## config.mk

```make
export PLATFORM = sky130hd
export DESIGN_NAME = prog_mem_loader
export DESIGN_NICKNAME = d
export VERILOG_FILES = /design/src/rtl/prog_mem_loader.sv
export SDC_FILE = /design/constraint.sdc
export NUM_CORES = 2
export LEC_CHECK = 0
export CAP_MARGIN = 20
export CORE_MARGIN = 1.5
export CORE_UTILIZATION = 30
export CTS_CLUSTER_DIAMETER = 80
export CTS_CLUSTER_SIZE = 10
export DETAILED_ROUTE_END_ITERATION = 8
export PLACE_DENSITY = 0.46
export SYNTH_ARGS = -nofsm -noshare
export SYNTH_HDL_FRONTEND = slang
export SYNTH_SLANG_ARGS = --single-unit
```

## constraint.sdc

```tcl
create_clock -name ph1 -period 12.9 [get_ports ph1]
set_clock_uncertainty 0.05 [all_clocks]
set_input_delay 2.58 -clock ph1 [delete_from_list [all_inputs] [get_ports ph1]]
set_output_delay 2.58 -clock ph1 [all_outputs]
set_load 0.02 [all_outputs]
```

## src/rtl/prog_mem_loader.sv

```systemverilog
// prog_mem_loader: 2**AW x WW unified instruction/data memory for the core.
// A host streams a program image in over a valid/ready byte port. The image
// is one count byte followed by a hi/lo byte pair per word. The core is held
// in reset until the last word has been written.
module prog_mem_loader #(
    parameter int unsigned AW = 8,
    parameter int unsigned WW = 15,
    parameter int unsigned DW = 8
) (
    input  logic          ph1,
    input  logic          reset,
    input  logic          load_start,
    input  logic          load_valid,
    input  logic [7:0]    load_byte,
    output logic          load_ready,
    output logic          cpu_reset,
    output logic          busy,
    output logic [AW:0]   words_loaded,
    input  logic [AW-1:0] cpu_adr,
    input  logic          cpu_we,
    input  logic [DW-1:0] cpu_wdata,
    output logic [WW-1:0] cpu_rdata
);

    localparam logic [1:0] HDR = 2'd0;
    localparam logic [1:0] HI  = 2'd1;
    localparam logic [1:0] LO  = 2'd2;
    localparam logic [1:0] RUN = 2'd3;

    localparam int unsigned HW = WW - DW;  // width of the hi part of a word

    logic [1:0]    state_q, state_d;
    logic [AW:0]   remaining_q, remaining_d;
    logic [AW-1:0] addr_q, addr_d;
    logic [HW-1:0] hi_q, hi_d;
    logic [AW:0]   words_q, words_d;
    logic          cpu_reset_q, cpu_reset_d;
    logic          xfer;
    logic [AW:0]   hdr_count;

    logic [WW-1:0] mem [2**AW];

    assign load_ready   = (state_q != RUN) & ~load_start;
    assign xfer         = load_valid & load_ready;
    assign busy         = (state_q != RUN);
    assign cpu_reset    = cpu_reset_q;
    assign words_loaded = words_q;
    assign cpu_rdata    = mem[cpu_adr];

    // A count byte of zero stands for a full memory image.
    assign hdr_count = (load_byte == 8'd0) ? (AW+1)'(2**AW) : (AW+1)'(load_byte);

    // Next-state logic for the loader FSM and its counters
    always_comb begin
        state_d     = state_q;
        remaining_d = remaining_q;
        addr_d      = addr_q;
        hi_d        = hi_q;
        words_d     = words_q;
        if (load_start) begin
            // Restart: drop any half-received word; memory keeps what was written.
            state_d = HDR;
            hi_d    = '0;
        end else if (xfer) begin
            case (state_q)
                HDR: begin
                    remaining_d = hdr_count;
                    addr_d      = '0;
                    words_d     = '0;
                    state_d     = HI;
                end
                HI: begin
                    hi_d    = load_byte[HW-1:0];
                    state_d = LO;
                end
                LO: begin
                    addr_d      = addr_q + 1'b1;
                    words_d     = words_q + 1'b1;
                    remaining_d = remaining_q - 1'b1;
                    state_d     = (remaining_q == (AW+1)'(1)) ? RUN : HI;
                end
                default: ;
            endcase
        end
        cpu_reset_d = (state_d != RUN);
    end

    // Loader state registers with asynchronous reset
    always_ff @(posedge ph1 or posedge reset) begin
        if (reset) begin
            state_q     <= HDR;
            remaining_q <= '0;
            addr_q      <= '0;
            hi_q        <= '0;
            words_q     <= '0;
            cpu_reset_q <= 1'b1;
        end else begin
            state_q     <= state_d;
            remaining_q <= remaining_d;
            addr_q      <= addr_d;
            hi_q        <= hi_d;
            words_q     <= words_d;
            cpu_reset_q <= cpu_reset_d;
        end
    end

    // Single write port: loader writes only while the core is held in reset,
    // core writes only while it is running, so the two never collide.
    always_ff @(posedge ph1) begin
        if (xfer && state_q == LO) begin
            mem[addr_q] <= {hi_q, load_byte[DW-1:0]};
        end else if (cpu_we && !cpu_reset_q) begin
            mem[cpu_adr][DW-1:0] <= cpu_wdata;
        end
    end

endmodule

```

# == Yosys cells after proc, flatten, opt, wreduce, memory -nomap -nowiden ==
# Memories as Yosys holds them, arrays and structs flattened.
# Index checks and enable logic that the tools add are counted.
# totals
register_bits,36
ramBits,3840
input_bits,29
out_inout_bits,27
elab_cells,48
n_memories,1
# memory_table
name,depth,width,rd,rd_clocked_by_memory_dff,wr,line,text
mem,256,15,1,0,1,41,logic [WW-1:0] mem [2**AW];
# op_classes
addsub,3
n_eq_ne,5
mux,19
bitwise_logic,3
reduce_logical,11
# op_table
cell,count
one-hot mux 9 bit (2 select lines),2
two-way mux 7 bit,3
one-hot mux 8 bit (2 select lines),1
two-way mux 15 bit,1
OR reduction 15 bit,1
adder 9 x 1 -> 9 bit (second input constant),1
== test 9 x 1 -> 1 bit (second input constant),1
two-way mux 9 bit,1
subtractor 9 x 1 -> 9 bit (second input constant),1
adder 8 x 1 -> 8 bit (second input constant),1
logical NOT 8 bit,1
two-way mux 2 bit,4
two-way mux 8 bit,1
one-hot mux 2 bit (3 select lines),1
nonzero test 2 bit,3
two-way mux 1 bit,5
inequality test 2 bit (second input constant),2
AND reduction 3 bit,1
AND 1 bit,2
== test 2 x 1 -> 1 bit (second input constant),1
== test 2 bit (second input constant),1
logical AND 1 bit,2
logical NOT 2 bit,1
AND reduction 2 bit,1
other kinds (2),2

# == Logic depth before layout (Yosys ltp) ==
# logic_depth
depth_word,8
mapped_depth,12
depth_no_buf,7

# == Worst setup path after synthesis ==
# Ideal clock, no wire load.
# synth_timing
path_type,input to register
start,input load_start
end,memory mem[0][10] (data pin)
setup_ps,1462
arrival_time_ps,9846
required_ps,11388
slack_ps,1542
path_stages,6
path_buffers,2
cell_sequence,or3b_1 -> nor2_1 -> nor3b_2 -> buf_2 -> buf_1 -> nor2b_1
# synth_lines
element,line,text
from (decl),12,"input logic load_start,"
to (decl),41,

# == Worst setup path after layout ==
# layout_timing
start,input cpu_adr[1]
end,output cpu_rdata[13]
# layout_via
elab_chain_len,1
# layout_rtl
element,line,text
from (decl),19,"input logic [AW-1:0] cpu_adr,"
memory read (256 x 15 bit),-,
to (decl),22,output logic [WW-1:0] cpu_rdata
# No other way between the ends.

==> metrics.log <==
[metrics] max capacitance violation total: 0
[metrics] clock tree sinks: 3876
[metrics] library cell with the largest summed area after synthesis: sky130_fd_sc_hd__edfxtp_1
[metrics] TritonCTS clock tree: built
[metrics] compound-cell area share of the yosys netlist: 3.33%
[metrics] logic depth of the worst setup path including buffers: 12
[metrics] met2 WL post-DR: 197 mm
[metrics] beginning of the critical path: cpu_adr[1]
[metrics] Clock Root Buffer: sky130_fd_sc_hd__clkbuf_16
[metrics] number of iterations in the first detailed-routing pass: 5
[metrics] Internal Pwr Total: 0.0203 W
[metrics] leakage dissipation: 50.1 nW
[metrics] worst r2r dst: mem[59][6]
[metrics] most common cell in the netlist: sky130_fd_sc_hd__edfxtp_1
[metrics] fraction of power consumed by sequential logic: 53.6%
[metrics] clock transition at the registers of the reported paths: 0.06 ns
[metrics] number of global-route vias before repair: 74.6k
[metrics] CP Capture Point: cpu_rdata[13]
[metrics] wire length on met3: 22.3 mm
[metrics] hold bufs inserted after CTS: 0
[metrics] Top cell by count, worst path: sky130_fd_sc_hd__buf_4
[metrics] max layer used: met5
[metrics] total clock buffers created by CTS: 427
[metrics] Pins Over Slew Limit: 0
[metrics] reg-to-reg setup timing slack: 7.42 ns
[metrics] core footprint: 502000 um^2
[metrics] mux share of post-synthesis cell area: 15.3%
[metrics] critical path startpoint category: primary input
[metrics] Setup CP Type: primary input to primary output
[metrics] number of nets in the finished design: 7312
[metrics] average wire per standard cell: 30.0 um
[metrics] post-synthesis async set-or-reset flop share: 0.929%
[metrics] sum of negative setup slack: 0 ns
[metrics] Die Width: 713 um
[metrics] final cell count without fillers: 14.0k
[metrics] Worst setup EP type: primary output
[metrics] unrepaired setup endpoints after global routing: no
[metrics] DRC marker count from the first detailed-route iteration: 7186
[metrics] top fanout value on the critical path: 45
[metrics] Data required, critical path: 10.27 ns
[metrics] maximum number of pins on one net before global-route repair: 215
[metrics] syn_area_per_cell: 21.3 um^2
[metrics] proportion of power drawn by combinational gates: 5.0%
[metrics] height of the die: 713 um
[metrics] number of buffers added on ports: 55
[metrics] number of warnings issued by yosys: 0
[metrics] die footprint: 508000 um^2
[metrics] count of flip-flops with a built-in enable after synthesis: 3840
[metrics] number of antenna violations at the first check in global routing: 23
[metrics] period utilization: 79.6%
[metrics] RD Place Congestion: 0.783
[metrics] clock share of power: 41.4%
[metrics] commonest cells in the synthesized netlist: sky130_fd_sc_hd__edfxtp_1, sky130_fd_sc_hd__mux4_2, sky130_fd_sc_hd__nor2_1, sky130_fd_sc_hd__mux2i_1, sky130_fd_sc_hd__nand2_1
[metrics] highest ir drop seen on vdd: 0.105 mV
[metrics] Sw Pwr: 0.00559 W
[metrics] share of synthesized area occupied by flip-flops and latches: 76.9%
[metrics] depth of the CTS H-tree: 5
[metrics] number of nets in the synthesized netlist: 7112
[metrics] layout cell share with drive strength beyond 1: 21.7%
[metrics] Switching Fraction: 21.6%
[metrics] number of storage elements in the synthesis netlist: 3876
[metrics] global-route wire length before repair: 592 mm
[metrics] average via count per standard cell: 5.15
[metrics] total vias in the final route: 72.3k
[metrics] fmax: 0.0974 GHz
[metrics] number of remaining DRC errors: 0
[metrics] number of antenna-violating nets in the routed design: 0
[metrics] area of the mapped netlist: 151000 um^2
[metrics] cell breakdown of the critical path: buf_8, buf_4, buf_4, buf_4, mux4_2, mux2i_1, a221o_1, a31oi_1, a2111oi_1, buf_4, nor3_1, clkdlybuf4s50_1
[metrics] Critical-path top delay cell: sky130_fd_sc_hd__clkdlybuf4s50_1
[metrics] logic depth of the worst register-to-register path: 8
[metrics] Tightest Pin Transition: 1.26 ns
[metrics] fin crit period: 10.26 ns
[metrics] IO Pins: 56
[metrics] Slew HR: 15.9%
[metrics] dominant combinational cell family by area after synthesis: multiplexers
[metrics] Synth Area in Simple Gates: 2.40%
[metrics] total global-route track usage: 16.2%
[metrics] number of setup violations in the final report: 0
[metrics] reg-to-reg critical path startpoint: state_q[1]
[metrics] share of synthesized cell area in full adder, half adder and majority cells: 0.0331%
[metrics] sum of buffers and inverters on the critical path: 6
[metrics] area share of the largest cell type after synthesis: 76.3%
[metrics] effective utilization at floorplan: 30.1%
[metrics] Top delay family on crit path: buffers and inverters
[metrics] post-CTS setup repair buffer count: 0
[metrics] total routed wire length on the met1 layer: 192 mm
[metrics] area overhead of the layout relative to synthesis: 12.9%
[metrics] delay of the slowest cell on the worst path: 0.76 ns
[metrics] standard-cell rows: 260
[metrics] primary flip-flop cell chosen by synthesis mapping: sky130_fd_sc_hd__edfxtp_1
[metrics] kind of path behind the tightest hold check: register to register
[metrics] buffer depth of the longest clock path: 4
[metrics] Resize count post-CTS: 0
[metrics] arrival time of data at the critical path endpoint: 7.63 ns
[metrics] Detailed Place HPWL: 249 mm
[metrics] Tot Pwr: 0.0259 W
[metrics] areal power density over the cells: 152 nW/um^2
[metrics] result of the run: finished clean
[metrics] parity-gate share of the synthesized area counting xor and xnor cells: 0.0348%
[metrics] Worst-Skew Late Latency: 0.96 ns
[metrics] Placed Instances: 13.5k
[metrics] Synth area leaders: sky130_fd_sc_hd__edfxtp_1, sky130_fd_sc_hd__mux4_2, sky130_fd_sc_hd__mux2i_1
[metrics] Cells after Synth: 7079
[metrics] number of distinct standard cells referenced by the synthesized netlist: 73
[metrics] Final Hold Vio Count: 0
[metrics] Congestion Overflow GR: 0
[metrics] total length of routed wires: 421 mm
## power groups by stage
stage          Sequential (W)  Clock (W)  Combinational, W
2_1_floorplan          0.0141          0          0.000754
3_3_place_gp           0.0141          0           0.00130
3_5_place_dp           0.0141          0           0.00132
4_1_cts                0.0138     0.0110           0.00132
5_1_grt                0.0138     0.0114           0.00136
6_report               0.0139     0.0107           0.00129
## cells in the final DEF, fill, tap and decap left out, types with 6 or more instances in the layout
| cell | instances |
|---|---|
| sky130_fd_sc_hd__edfxtp_1 | 3840 |
| sky130_fd_sc_hd__mux4_2 | 859 |
| sky130_fd_sc_hd__nor2_1 | 559 |
| sky130_fd_sc_hd__clkbuf_16 | 437 |
| sky130_fd_sc_hd__mux2i_1 | 282 |
| sky130_fd_sc_hd__nand2_1 | 161 |
| sky130_fd_sc_hd__buf_4 | 130 |
| sky130_fd_sc_hd__a22o_1 | 113 |
| sky130_fd_sc_hd__o22ai_1 | 102 |
| sky130_fd_sc_hd__a221oi_1 | 85 |
| sky130_fd_sc_hd__o221ai_1 | 81 |
| sky130_fd_sc_hd__a211oi_1 | 75 |
| sky130_fd_sc_hd__a21oi_1 | 69 |
| sky130_fd_sc_hd__clkbuf_1 | 54 |
| sky130_fd_sc_hd__clkdlybuf4s50_1 | 49 |
| sky130_fd_sc_hd__o21ai_0 | 38 |
| sky130_fd_sc_hd__dfrtp_1 | 35 |
| sky130_fd_sc_hd__buf_12 | 26 |
| sky130_fd_sc_hd__nor3_1 | 25 |
| sky130_fd_sc_hd__mux4_1 | 25 |
| sky130_fd_sc_hd__a22oi_1 | 20 |
| sky130_fd_sc_hd__mux2_2 | 18 |
| sky130_fd_sc_hd__nand2_4 | 17 |
| sky130_fd_sc_hd__nand3_1 | 15 |
| sky130_fd_sc_hd__or2_2 | 13 |
| sky130_fd_sc_hd__a31oi_1 | 13 |
| sky130_fd_sc_hd__o41a_1 | 13 |
| sky130_fd_sc_hd__o211ai_1 | 13 |
| sky130_fd_sc_hd__nand2b_1 | 11 |
| sky130_fd_sc_hd__nor2b_4 | 11 |
| sky130_fd_sc_hd__nor2b_1 | 10 |
| sky130_fd_sc_hd__mux2_8 | 8 |
| sky130_fd_sc_hd__nor4_2 | 7 |
| sky130_fd_sc_hd__and3_1 | 6 |
| sky130_fd_sc_hd__o221ai_2 | 6 |
| sky130_fd_sc_hd__nor4_1 | 6 |
| sky130_fd_sc_hd__clkinv_8 | 6 |
## area by class of cell
cell class / count / area (um^2)
multi-input cells: 2747 / 32400
repair buffers: 219 / 2170
clock buffers: 491 / 11100
flip-flops and latches: 3876 / 116000
fillers: 46800 / 331000
clock inverters: 22 / 324
well taps: 6681 / 8360
diodes: 3 / 7.51
inverters: 8 / 32.5
## worst reg2reg max path, delay by kind of cell (launching register included)
kind,cells,cell delay [ns]
and+or+nand+nor,5,2.63
muxes,1,0.78
buffers and inverters,2,0.90
DFF,1,0.72
## worst min-delay path by stage
| stage | end | slack [ns] | startpoint | cells past startpoint |
|---|---|---|---|---|
| floorplan | remaining_q[3] | 0.41 | remaining_q[3] | 2 |
| global placement | remaining_q[3] | 0.44 | remaining_q[3] | 2 |
| detailed placement | remaining_q[3] | 0.45 | remaining_q[3] | 2 |
| CTS | remaining_q[1] | 0.47 | remaining_q[1] | 2 |
| global route | remaining_q[3] | 0.50 | remaining_q[3] | 2 |
| finish | remaining_q[1] | 0.46 | remaining_q[1] | 2 |
## flip-flops by register name, summed over array words and instances (netlist names)
name / count
state_q: 2
hi_q: 7
cpu_reset: 1
addr_q: 8
remaining_q: 9
words_loaded: 9
mem: 3840
## cells by family after synthesis
| family | count (synthesis) |
|---|---|
| XOR/XNOR | 6 |
| buffers and inverters | 456 |
| adder cells (fa/ha/maj) | 4 |
| AO/OA/AOI/OAI | 664 |
| multiplexers | 1195 |
| AND/OR/NAND/NOR | 878 |
| flip-flops | 3876 |
## metal layers
layer	up-vias	GRT usage, %
met5	-	0
met4	2	3.58
met3	510	2.23
met2	2229	25.8
met1	39700	23.7
li1	29900	-
## stage by stage
stage	setup WS, ns	hold slack (ns)	util [%]	area, um^2
after floorplan	1.54	0.412	-	151000
final	2.64	0.464	34.0	171000
after CTS	2.54	0.469	34.0	171000
after detailed placement	2.55	0.448	31.7	159000
after global placement	2.21	0.441	31.7	159000
after global routing	2.49	0.503	34.0	171000
Power figures use the tool's default switching activity.
